--- config.mk ---
export PLATFORM = sky130hd
export DESIGN_NAME = hazard_stall_unit
export DESIGN_NICKNAME = d
export VERILOG_FILES = /design/src/rtl/hazard_stall_unit_pkg.sv /design/src/rtl/hazard_stall_unit_sat_counter.sv /design/src/rtl/hazard_stall_unit.sv
export SDC_FILE = /design/constraint.sdc
export NUM_CORES = 1
export LEC_CHECK = 0
export ABC_AREA = 1
export CAP_MARGIN = 20
export CORE_MARGIN = 3
export CORE_UTILIZATION = 46
export CTS_CLUSTER_DIAMETER = 80
export DETAILED_ROUTE_END_ITERATION = 12
export PLACE_DENSITY_LB_ADDON = 0.3
export SLEW_MARGIN = 25
export SYNTH_ARGS = -nofsm -noshare
export SYNTH_HDL_FRONTEND = slang
export SYNTH_SLANG_ARGS = --single-unit
--- constraint.sdc ---
create_clock -name clk -period 1.9 [get_ports clk]
set_clock_uncertainty 0.05 [all_clocks]
set_input_delay 0.285 -clock clk [delete_from_list [all_inputs] [get_ports clk]]
set_output_delay 0.285 -clock clk [all_outputs]
set_load 0.01 [all_outputs]
--- src/rtl/hazard_stall_unit_pkg.sv ---
// Shared pipeline definitions for the hazard/stall control slice:
// FSM state encoding, register-zero and NOP constants, and the load-use test.
package hazard_stall_unit_pkg;

    typedef enum logic [1:0] {
        ST_RUN      = 2'b00,
        ST_MEM_WAIT = 2'b01,
        ST_HALTED   = 2'b10
    } state_e;

    localparam logic [4:0]  REG_ZERO  = 5'd0;
    localparam logic [31:0] NOP_INSTR = 32'h0000_0000;

    // A load into r0 never creates a dependency, since r0 is never written.
    function automatic logic load_use(input logic       ex_mem_rd,
                                      input logic [4:0] ex_rt,
                                      input logic [4:0] id_rs,
                                      input logic [4:0] id_rt,
                                      input logic       id_uses_rt);
        return ex_mem_rd && (ex_rt != REG_ZERO) &&
               ((ex_rt == id_rs) || (id_uses_rt && (ex_rt == id_rt)));
    endfunction

endpackage

--- src/rtl/hazard_stall_unit_sat_counter.sv ---
// Saturating up-counter with a synchronous clear; it holds at all-ones
// instead of wrapping.
module sat_counter #(
    parameter int W = 32
) (
    input  logic         clk,
    input  logic         i_clr,
    input  logic         i_en,
    output logic [W-1:0] o_count
);

    logic [W-1:0] r_count;

    always_ff @(posedge clk) begin
        if (i_clr)
            r_count <= '0;
        else if (i_en && (r_count != {W{1'b1}}))
            r_count <= r_count + W'(1);
    end

    assign o_count = r_count;

endmodule

--- src/rtl/hazard_stall_unit.sv ---
// Pipeline hold/flush control: load-use bubbles, taken-branch flush, data
// memory wait with timeout, external halt, and a stall-cycle counter.
module hazard_stall_unit
    import hazard_stall_unit_pkg::*;
#(
    parameter int MEM_TIMEOUT = 15,
    parameter int CNT_W       = 32
) (
    input  logic             clk,
    input  logic             rst,
    input  logic [4:0]       ID_rs,
    input  logic [4:0]       ID_rt,
    input  logic             ID_uses_rt,
    input  logic [4:0]       EX_rt,
    input  logic             EX_mem_rd,
    input  logic             branch_taken,
    input  logic             MEM_req,
    input  logic             MEM_ready,
    input  logic             halt_in,
    output logic             pc_wr,
    output logic             IF_ID_wr,
    output logic             IF_ID_flush,
    output logic             ID_EX_bubble,
    output logic             pipe_hold,
    output logic             mem_timeout,
    output logic             halted,
    output logic [1:0]       state_o,
    output logic [CNT_W-1:0] stall_cycles
);

    state_e     r_state;
    logic [7:0] r_wait_cnt;
    logic       r_mem_timeout;
    logic       w_lu;
    logic       w_mem_stall;

    assign w_lu        = load_use(EX_mem_rd, EX_rt, ID_rs, ID_rt, ID_uses_rt);
    assign w_mem_stall = MEM_req && !MEM_ready;

    // Control outputs are combinational so a stall acts in the same cycle.
    always_comb begin
        pc_wr        = 1'b1;
        IF_ID_wr     = 1'b1;
        IF_ID_flush  = 1'b0;
        ID_EX_bubble = 1'b0;
        pipe_hold    = 1'b0;
        halted       = 1'b0;
        if (rst) begin
            pc_wr        = 1'b0;
            IF_ID_wr     = 1'b0;
            IF_ID_flush  = 1'b1;
            ID_EX_bubble = 1'b1;
        end else begin
            case (r_state)
                ST_RUN, ST_MEM_WAIT: begin
                    if ((r_state == ST_RUN && (halt_in || w_mem_stall)) ||
                        (r_state == ST_MEM_WAIT && !MEM_ready)) begin
                        pc_wr     = 1'b0;
                        IF_ID_wr  = 1'b0;
                        pipe_hold = 1'b1;
                    end else if (branch_taken) begin
                        // Wrong-path ID instruction: flush wins over load-use.
                        IF_ID_flush  = 1'b1;
                        ID_EX_bubble = 1'b1;
                    end else if (w_lu) begin
                        pc_wr        = 1'b0;
                        IF_ID_wr     = 1'b0;
                        ID_EX_bubble = 1'b1;
                    end
                end
                ST_HALTED: begin
                    pc_wr     = 1'b0;
                    IF_ID_wr  = 1'b0;
                    pipe_hold = 1'b1;
                    halted    = 1'b1;
                end
                default: begin
                    pc_wr     = 1'b0;
                    IF_ID_wr  = 1'b0;
                    pipe_hold = 1'b1;
                end
            endcase
        end
    end

    always_ff @(posedge clk) begin
        if (rst) begin
            r_state       <= ST_RUN;
            r_wait_cnt    <= 8'd0;
            r_mem_timeout <= 1'b0;
        end else begin
            case (r_state)
                ST_RUN: begin
                    if (halt_in) begin
                        r_state <= ST_HALTED;
                    end else if (w_mem_stall) begin
                        r_state    <= ST_MEM_WAIT;
                        r_wait_cnt <= 8'd1;
                    end
                end
                ST_MEM_WAIT: begin
                    // halt_in is deliberately not sampled while waiting on memory.
                    if (MEM_ready) begin
                        r_state <= ST_RUN;
                    end else if (r_wait_cnt == 8'(MEM_TIMEOUT)) begin
                        r_state       <= ST_HALTED;
                        r_mem_timeout <= 1'b1;
                    end else begin
                        r_wait_cnt <= r_wait_cnt + 8'd1;
                    end
                end
                ST_HALTED: r_state <= ST_HALTED;
                default:   r_state <= ST_RUN;
            endcase
        end
    end

    assign state_o     = r_state;
    assign mem_timeout = r_mem_timeout;

    sat_counter #(.W(CNT_W)) u_stall_cnt (
        .clk     (clk),
        .i_clr   (rst),
        .i_en    (!pc_wr),
        .o_count (stall_cycles)
    );

endmodule

==> results of run 1 <==
power groups by stage:
stage          clock network, W  logic [W]  registers, W
6_report               0.000641   0.000342      0.000926
5_1_grt                0.000684   0.000374      0.000928
4_1_cts                0.000651   0.000316      0.000924
3_5_place_dp                  0   0.000315      0.000945
3_3_place_gp                  0   0.000311      0.000944
2_1_floorplan                 0   0.000139      0.000953
metal layers:
layer	global-route usage, %	up-vias	share of wire (%)
met4	6.62	0	1.9
met5	0	-	0
met1	26.5	1572	41
li1	-	1774	-
met2	43.5	104	51
met3	4.95	21	5.7
registers in the layout, indices dropped and copies added, names as in the netlist:
register / count
r_wait_cnt: 8
u_stall_cnt.o_count: 32
mem_timeout: 1
state_o: 2
logic make-up after synthesis:
kind of cell    after synthesis
fa+ha+maj                     2
simple gates                316
compound gates               46
flops                        43
xor+xnor                     17
buf+inv                      65
worst max-delay path, stage by stage, from the launching register on:
cell and delay, ns:
dfxtp_2 0.35, ha_2 0.18, nand2_2 0.08, nor2_4 0.12, nand2_4 0.09, nor3_4 0.25, nand3_4 0.14, nand2_4 0.14
buf_12 0.14, nand2_1 0.05, a21oi_1 0.16
worst max-delay path by stage:
stage,endpoint,cells after the start,startpoint
2_1_floorplan,u_stall_cnt.o_count[26],9,u_stall_cnt.o_count[0]
3_3_place_gp,ID_EX_bubble,9,MEM_req
3_5_place_dp,ID_EX_bubble,9,MEM_req
4_1_cts,ID_EX_bubble,9,MEM_ready
5_1_grt,u_stall_cnt.o_count[5],11,u_stall_cnt.o_count[3]
6_report,u_stall_cnt.o_count[5],10,u_stall_cnt.o_count[0]
per-stage QoR:
stage	setup TNS, ns	instances	instance area [um2]	hold WS [ns]	total power [W]
2_1_floorplan	0	489	2910	0.403	0.00109
6_report	0	669	4190	0.418	0.00191
3_3_place_gp	-10.14	654	3890	0.413	0.00126
4_1_cts	-0.0105	665	3990	0.444	0.00189
3_5_place_dp	-11.21	654	3890	0.419	0.00126
5_1_grt	-0.0736	669	4190	0.454	0.00199
layout make-up:
cell class	count	area [um2]	area share, %
clock inverters	3	26.3	0.627
repair buffers	111	1060	25.4
multi-input cells	381	1870	44.6
flip-flops and latches	43	876	20.9
well taps	75	93.8	2.24
clock buffers	5	68.8	1.64
inverters	51	191	4.57
repair_timing:
item	in CTS	in global routing
resized for setup	26	50
hold endpoints to repair	0	0
pin swaps	4	11
gates cloned	0	1
setup buffers	3	3
setup endpoints to repair	6	39
hold buffers	0	0
placed cells by master, fill, tap and decap left out, drive strengths merged, types with 6 or more instances in the layout:
cell             n
dlymetal6s2s    12
clkbuf           6
xnor2            6
inv             53
a21oi           37
nor3            21
nand4            8
nand3           49
dfxtp           43
nand3b           7
buf             52
xor2            11
nand2          165
nor2            63
o21ai            6
clkdlybuf4s50   42
==> summary.txt, run 1 <==
DR vias/cell: 5.19
Yosys reg bits: 43
Switching Fraction: 29.0%
number of flops mapped to enable cells by yosys: 0
Post-Synth XOR/XNOR Area: 5.12%
WL/cell: 12.8 um
largest area contributor in the netlist: dfxtp_1
Routed Antenna Nets: 0
worst vdd ir: 0.304 mV
Worst Hold End: state_o[1]
Reg power frac: 48.5%
initial antenna violation count: 0
Slew HR: 72.5%
synth-to-layout area growth: 44.2%
n_diodes: 0
worst slack, placed: -0.363 ns
Unique masters post-synth: 28
max-cap violations: 0
root buffer cell: clkbuf_8
First DRT Iteration DRCs: 296
R2R depth: 10
largest net degree at the start of global routing: 37
via count: 3471
DIE AREA: 7310 um2
# DRC: 0
Final Setup Violations: 0
Max Fanout on Critical Path: 14
beginning of the worst hold path: MEM_ready
GRT Total Usage: 23.3%
Hold Violations, Final: 0
Nets: 618
Post-synth top cells: 162 x nand2_1, 62 x nor2_1, 48 x nand3_1
grt ovf: 0
Post-Synthesis Net Count: 514
CP required: 2.07 ns
Pint: 0.00136 W
syn_area_per_cell: 5.94 um2
largest family of logic cells by synthesized area: simple AND/OR/NAND/NOR gates
count of input and output buffers: 63
post-synthesis mux area share: 0%
Cells after Synth: 489
IO Pins: 64
first-pass GRT wire length: 14200 um
H-tree depth: 2
worst r2r dst: u_stall_cnt.o_count[5]
clock buffer count from CTS: 5
starting density of the core: 48.2%
Core Area: 6030 um2
Total Wirelength: 8550 um
sequential-to-total area share from yosys stat: 29.6%
Fmax achieved: 544 MHz
Synth Flop Type: dfxtp_1
reg-to-reg slack, setup: 0.06 ns
Row Count: 28
clock sink count: 43
Final Cycle Share: 96.7%
area of the mapped netlist: 2910 um2
kind of critical path: flop to flop
number of detailed-route iterations in the first pass: 5
Compound-Gate Fraction of Synth Area: 8.05%
Area contributors post-synth: dfxtp_1 30%, nand2_1 21%, nand3_1 8.3%
worst r2r src: u_stall_cnt.o_count[0]
Die Wd: 85.5 um
Simple-Gate Fraction of Synth Area: 46.9%
deepest clock path buffer count: 2
hpwl dp: 6300 um
final core occ: 69.5%
post-route setup slack: 0.0618 ns
Clk pwr share: 33.6%
vias in the first global route: 3341
post-synth top area share: 29.6%
hold path depth: 5
post-layout min period: 1.84 ns
GPL Wtd Cong: 0.919
fillcell total: 522
leakage: 1.85 nW
status: finished clean
Net Sw Power: 0.000553 W
Die Ht: 85.5 um
Synth Area in Adders: 0.861%
Final Slew Violations: 0
CP Launch Type: flop
worst path arrival time: 2.01 ns
share of cells above drive strength 1: 17.3%
Reg clk slew, reported paths: 0.09 ns
hold crit path type: input port to flop
pwr dens: 456 nW/um2
Comb pwr share: 17.9%
Clock Latency Late Sink: 0.31 ns
Worst-Margin Slew: 0.413 ns
most frequent cell after synthesis: nand2_1
CP Capture Type: flop
CTS tree: done
share of synthesized flip-flops with an asynchronous set or reset: 0%
Ys Warns: 0
Note: power is estimated with default switching activity, not from simulation.
==> run 2: changes to the inputs <==
--- a/config.mk
+++ b/config.mk
@@ -9,8 +9,9 @@
 export CAP_MARGIN = 20
 export CORE_MARGIN = 3
 export CORE_UTILIZATION = 46
-export CTS_CLUSTER_DIAMETER = 80
+export CTS_CLUSTER_DIAMETER = 30
 export DETAILED_ROUTE_END_ITERATION = 12
+export GPL_TIMING_DRIVEN = 0
 export PLACE_DENSITY_LB_ADDON = 0.3
 export SLEW_MARGIN = 25
 export SYNTH_ARGS = -nofsm -noshare
==> run 2 against run 1 <==
- count of clock-buffer cells in the layout unchanged
- via count shrank 0.81%
- design area decreased by 1.9%
- critical path depth is the same
- fmax shrank 1.6%
- worst setup slack got worse by 0.030 ns
- largest cell class unchanged
==> summary.txt, run 2 (same netlist as run 1, synthesis figures left out) <==
Clock Latency Late Sink: 0.30 ns (was 0.31 ns)
Net Sw Power: 0.000537 W (was 0.000553 W)
Nets: 602 (was 618)
root buffer cell: clkbuf_8 (unchanged)
RSZ-0062 raised after global routing: true
Max Fanout on Critical Path: 6 (was 14)
Pint: 0.00159 W (was 0.00136 W)
Row Count: 28 (unchanged)
Die Ht: 85.5 um (unchanged)
worst path bufs/invs: 2 (was 1)
most common cell after layout, fill and taps aside: nand2_1 (unchanged)
share of cells above drive strength 1: 19.6% (was 17.3%)
Routed Antenna Nets: 0 (unchanged)
Switching Fraction: 25.2% (was 29.0%)
CP required: 2.02 ns (was 2.07 ns)
DR vias/cell: 5.27 (was 5.19)
Final Cycle Share: 98.4% (was 96.7%)
Reg power frac: 44.0% (was 48.5%)
CTS tree: done (unchanged)
First DRT Iteration DRCs: 215 (was 296)
IO Pins: 64 (unchanged)
Non-Filler Instances: 653 (was 669)
Critical Path Max Stage Delay: 0.40 ns (was 0.35 ns)
WL/cell: 13.7 um (was 12.8 um)
Worst-Margin Slew: 0.586 ns (was 0.413 ns)
Hold Violations, Final: 0 (unchanged)
grt ovf: 0 (unchanged)
H-tree depth: 2 (unchanged)
kind of critical path: flop to flop (unchanged)
final core occ: 68.2% (was 69.5%)
synth-to-layout area growth: 41.4% (was 44.2%)
clock sink count: 43 (unchanged)
Comb pwr share: 15.4% (was 17.9%)
max FFs per register: 32 (unchanged)
via count: 3443 (was 3471)
DIE AREA: 7310 um2 (unchanged)
CP Cell Sequence: ha_4, nand2_2, nor2_4, nand2_4, nor3_4, nand3_4, buf_4, buf_4, nand3_1, a21oi_1 (was ha_2, nand2_2, nor2_4, nand2_4, nor3_4, nand3_4, nand2_4, buf_12, nand2_1, a21oi_1)
number of detailed-route iterations in the first pass: 5 (unchanged)
Reg clk slew, reported paths: 0.08 ns (was 0.09 ns)
worst slack, placed: -0.998 ns (was -0.363 ns)
crit path max-delay cell type: dfxtp_4 (was dfxtp_2)
GPL Wtd Cong: 0.960 (was 0.919)
Final Slew Violations: 0 (unchanged)
Die Wd: 85.5 um (unchanged)
n_diodes: 0 (unchanged)
CP Launch Type: flop (unchanged)
post-route setup slack: 0.0313 ns (was 0.0618 ns)
Core Area: 6030 um2 (unchanged)
CP Capture Type: flop (unchanged)
fillcell total: 541 (was 522)
hpwl dp: 6490 um (was 6300 um)
first-pass GRT wire length: 14900 um (was 14200 um)
max-cap violations: 0 (unchanged)
Most common cell on crit path: buf_4 (was nand2_4)
pwr dens: 517 nW/um2 (was 456 nW/um2)
initial antenna violation count: 0 (unchanged)
Clk pwr share: 40.6% (was 33.6%)
status: finished clean (unchanged)
Fmax achieved: 535 MHz (was 544 MHz)
deepest clock path buffer count: 2 (unchanged)
worst vdd ir: 0.375 mV (was 0.304 mV)
register area: 893 um2 (was 876 um2)
Total Wirelength: 8940 um (was 8550 um)
hold crit path type: flop to flop (was input port to flop)
post-layout min period: 1.87 ns (was 1.84 ns)
# DRC: 0 (unchanged)
Slew HR: 60.9% (was 72.5%)
count of input and output buffers: 63 (unchanged)
dpl cells: 627 (was 654)
Multi-input gate area: 1950 um2 (was 1870 um2)
leakage: 1.68 nW (was 1.85 nW)
clock buffer count from CTS: 5 (unchanged)
most frequent cells in the layout: 157 x nand2_1, 53 x nor2_1, 46 x nand3_1, 39 x inv_1, 38 x clkdlybuf4s50_1 (was 160 x nand2_1, 56 x nor2_1, 47 x nand3_1, 43 x inv_1, 42 x clkdlybuf4s50_1)
starting density of the core: 48.2% (unchanged)
Final Setup Violations: 0 (unchanged)
Top delay family on crit path: simple AND/OR/NAND/NOR gates (unchanged)
worst path arrival time: 1.99 ns (was 2.01 ns)
largest net degree at the start of global routing: 15 (was 37)
hold buffers post-CTS: 0 (unchanged)
GRT Total Usage: 24.8% (was 23.3%)
vias in the first global route: 3369 (was 3341)
## run 2: area by class of cell
class	count	area share [%]
multi-input combinational	381	47.4
sequential	43	21.7
timing repair buffer	81	17.8
inverter	51	4.78
buffer	14	2.65
tap	75	2.28
clock buffer	5	1.67
clock inverter	3	1.64
## run 2: tightest hold or removal path: stages (launching register included)
cell     delay (ns)
dfxtp_1        0.33
nand2_1        0.06
a21oi_1        0.06
## run 2: routing by layer
layer / part of all wire, % / vias to the layer above / track usage, % / routed length, um
met5: 0 / - / 0 / 0
met4: 3.0 / 0 / 9.21 / 271
met3: 5.9 / 26 / 4.85 / 532
met2: 50 / 110 / 44.6 / 4450
met1: 41 / 1563 / 28.9 / 3690
li1: - / 1744 / - / -
## run 2: path summary, 6_finish.rpt
kind / to / slack, ns / cells past startpoint / start
min reg2reg: r_wait_cnt[7] / 0.44 / 2 / r_wait_cnt[7]
min: r_wait_cnt[7] / 0.44 / 2 / r_wait_cnt[7]
max: u_stall_cnt.o_count[1] / 0.03 / 10 / u_stall_cnt.o_count[0]
max reg2reg: u_stall_cnt.o_count[1] / 0.03 / 10 / u_stall_cnt.o_count[0]
## run 2: power groups by stage
stage | clock network (W) | registers, W | logic [W]
after CTS | 0.000883 | 0.000935 | 0.000290
final | 0.000863 | 0.000936 | 0.000327
after detailed placement | 0 | 0.000952 | 0.000272
after global placement | 0 | 0.000952 | 0.000266
after floorplan | 0 | 0.000953 | 0.000139
after global routing | 0.000914 | 0.000938 | 0.000358
## run 2: timing repair
item,CTS,global route
pin swaps,14,16
setup buffers,8,10
setup endpoints to repair,38,42
gates resized for setup,70,69
## run 2: through the flow
stage / TNS [ns] / hold WS, ns / instance area (um2) / power [W]
2_1_floorplan: 0 / 0.403 / 2910 / 0.00109
3_3_place_gp: -16.44 / 0.414 / 3630 / 0.00122
3_5_place_dp: -18.21 / 0.423 / 3630 / 0.00122
4_1_cts: -0.0447 / 0.415 / 3900 / 0.00211
5_1_grt: -0.664 / 0.460 / 4110 / 0.00221
6_report: 0 / 0.440 / 4110 / 0.00213
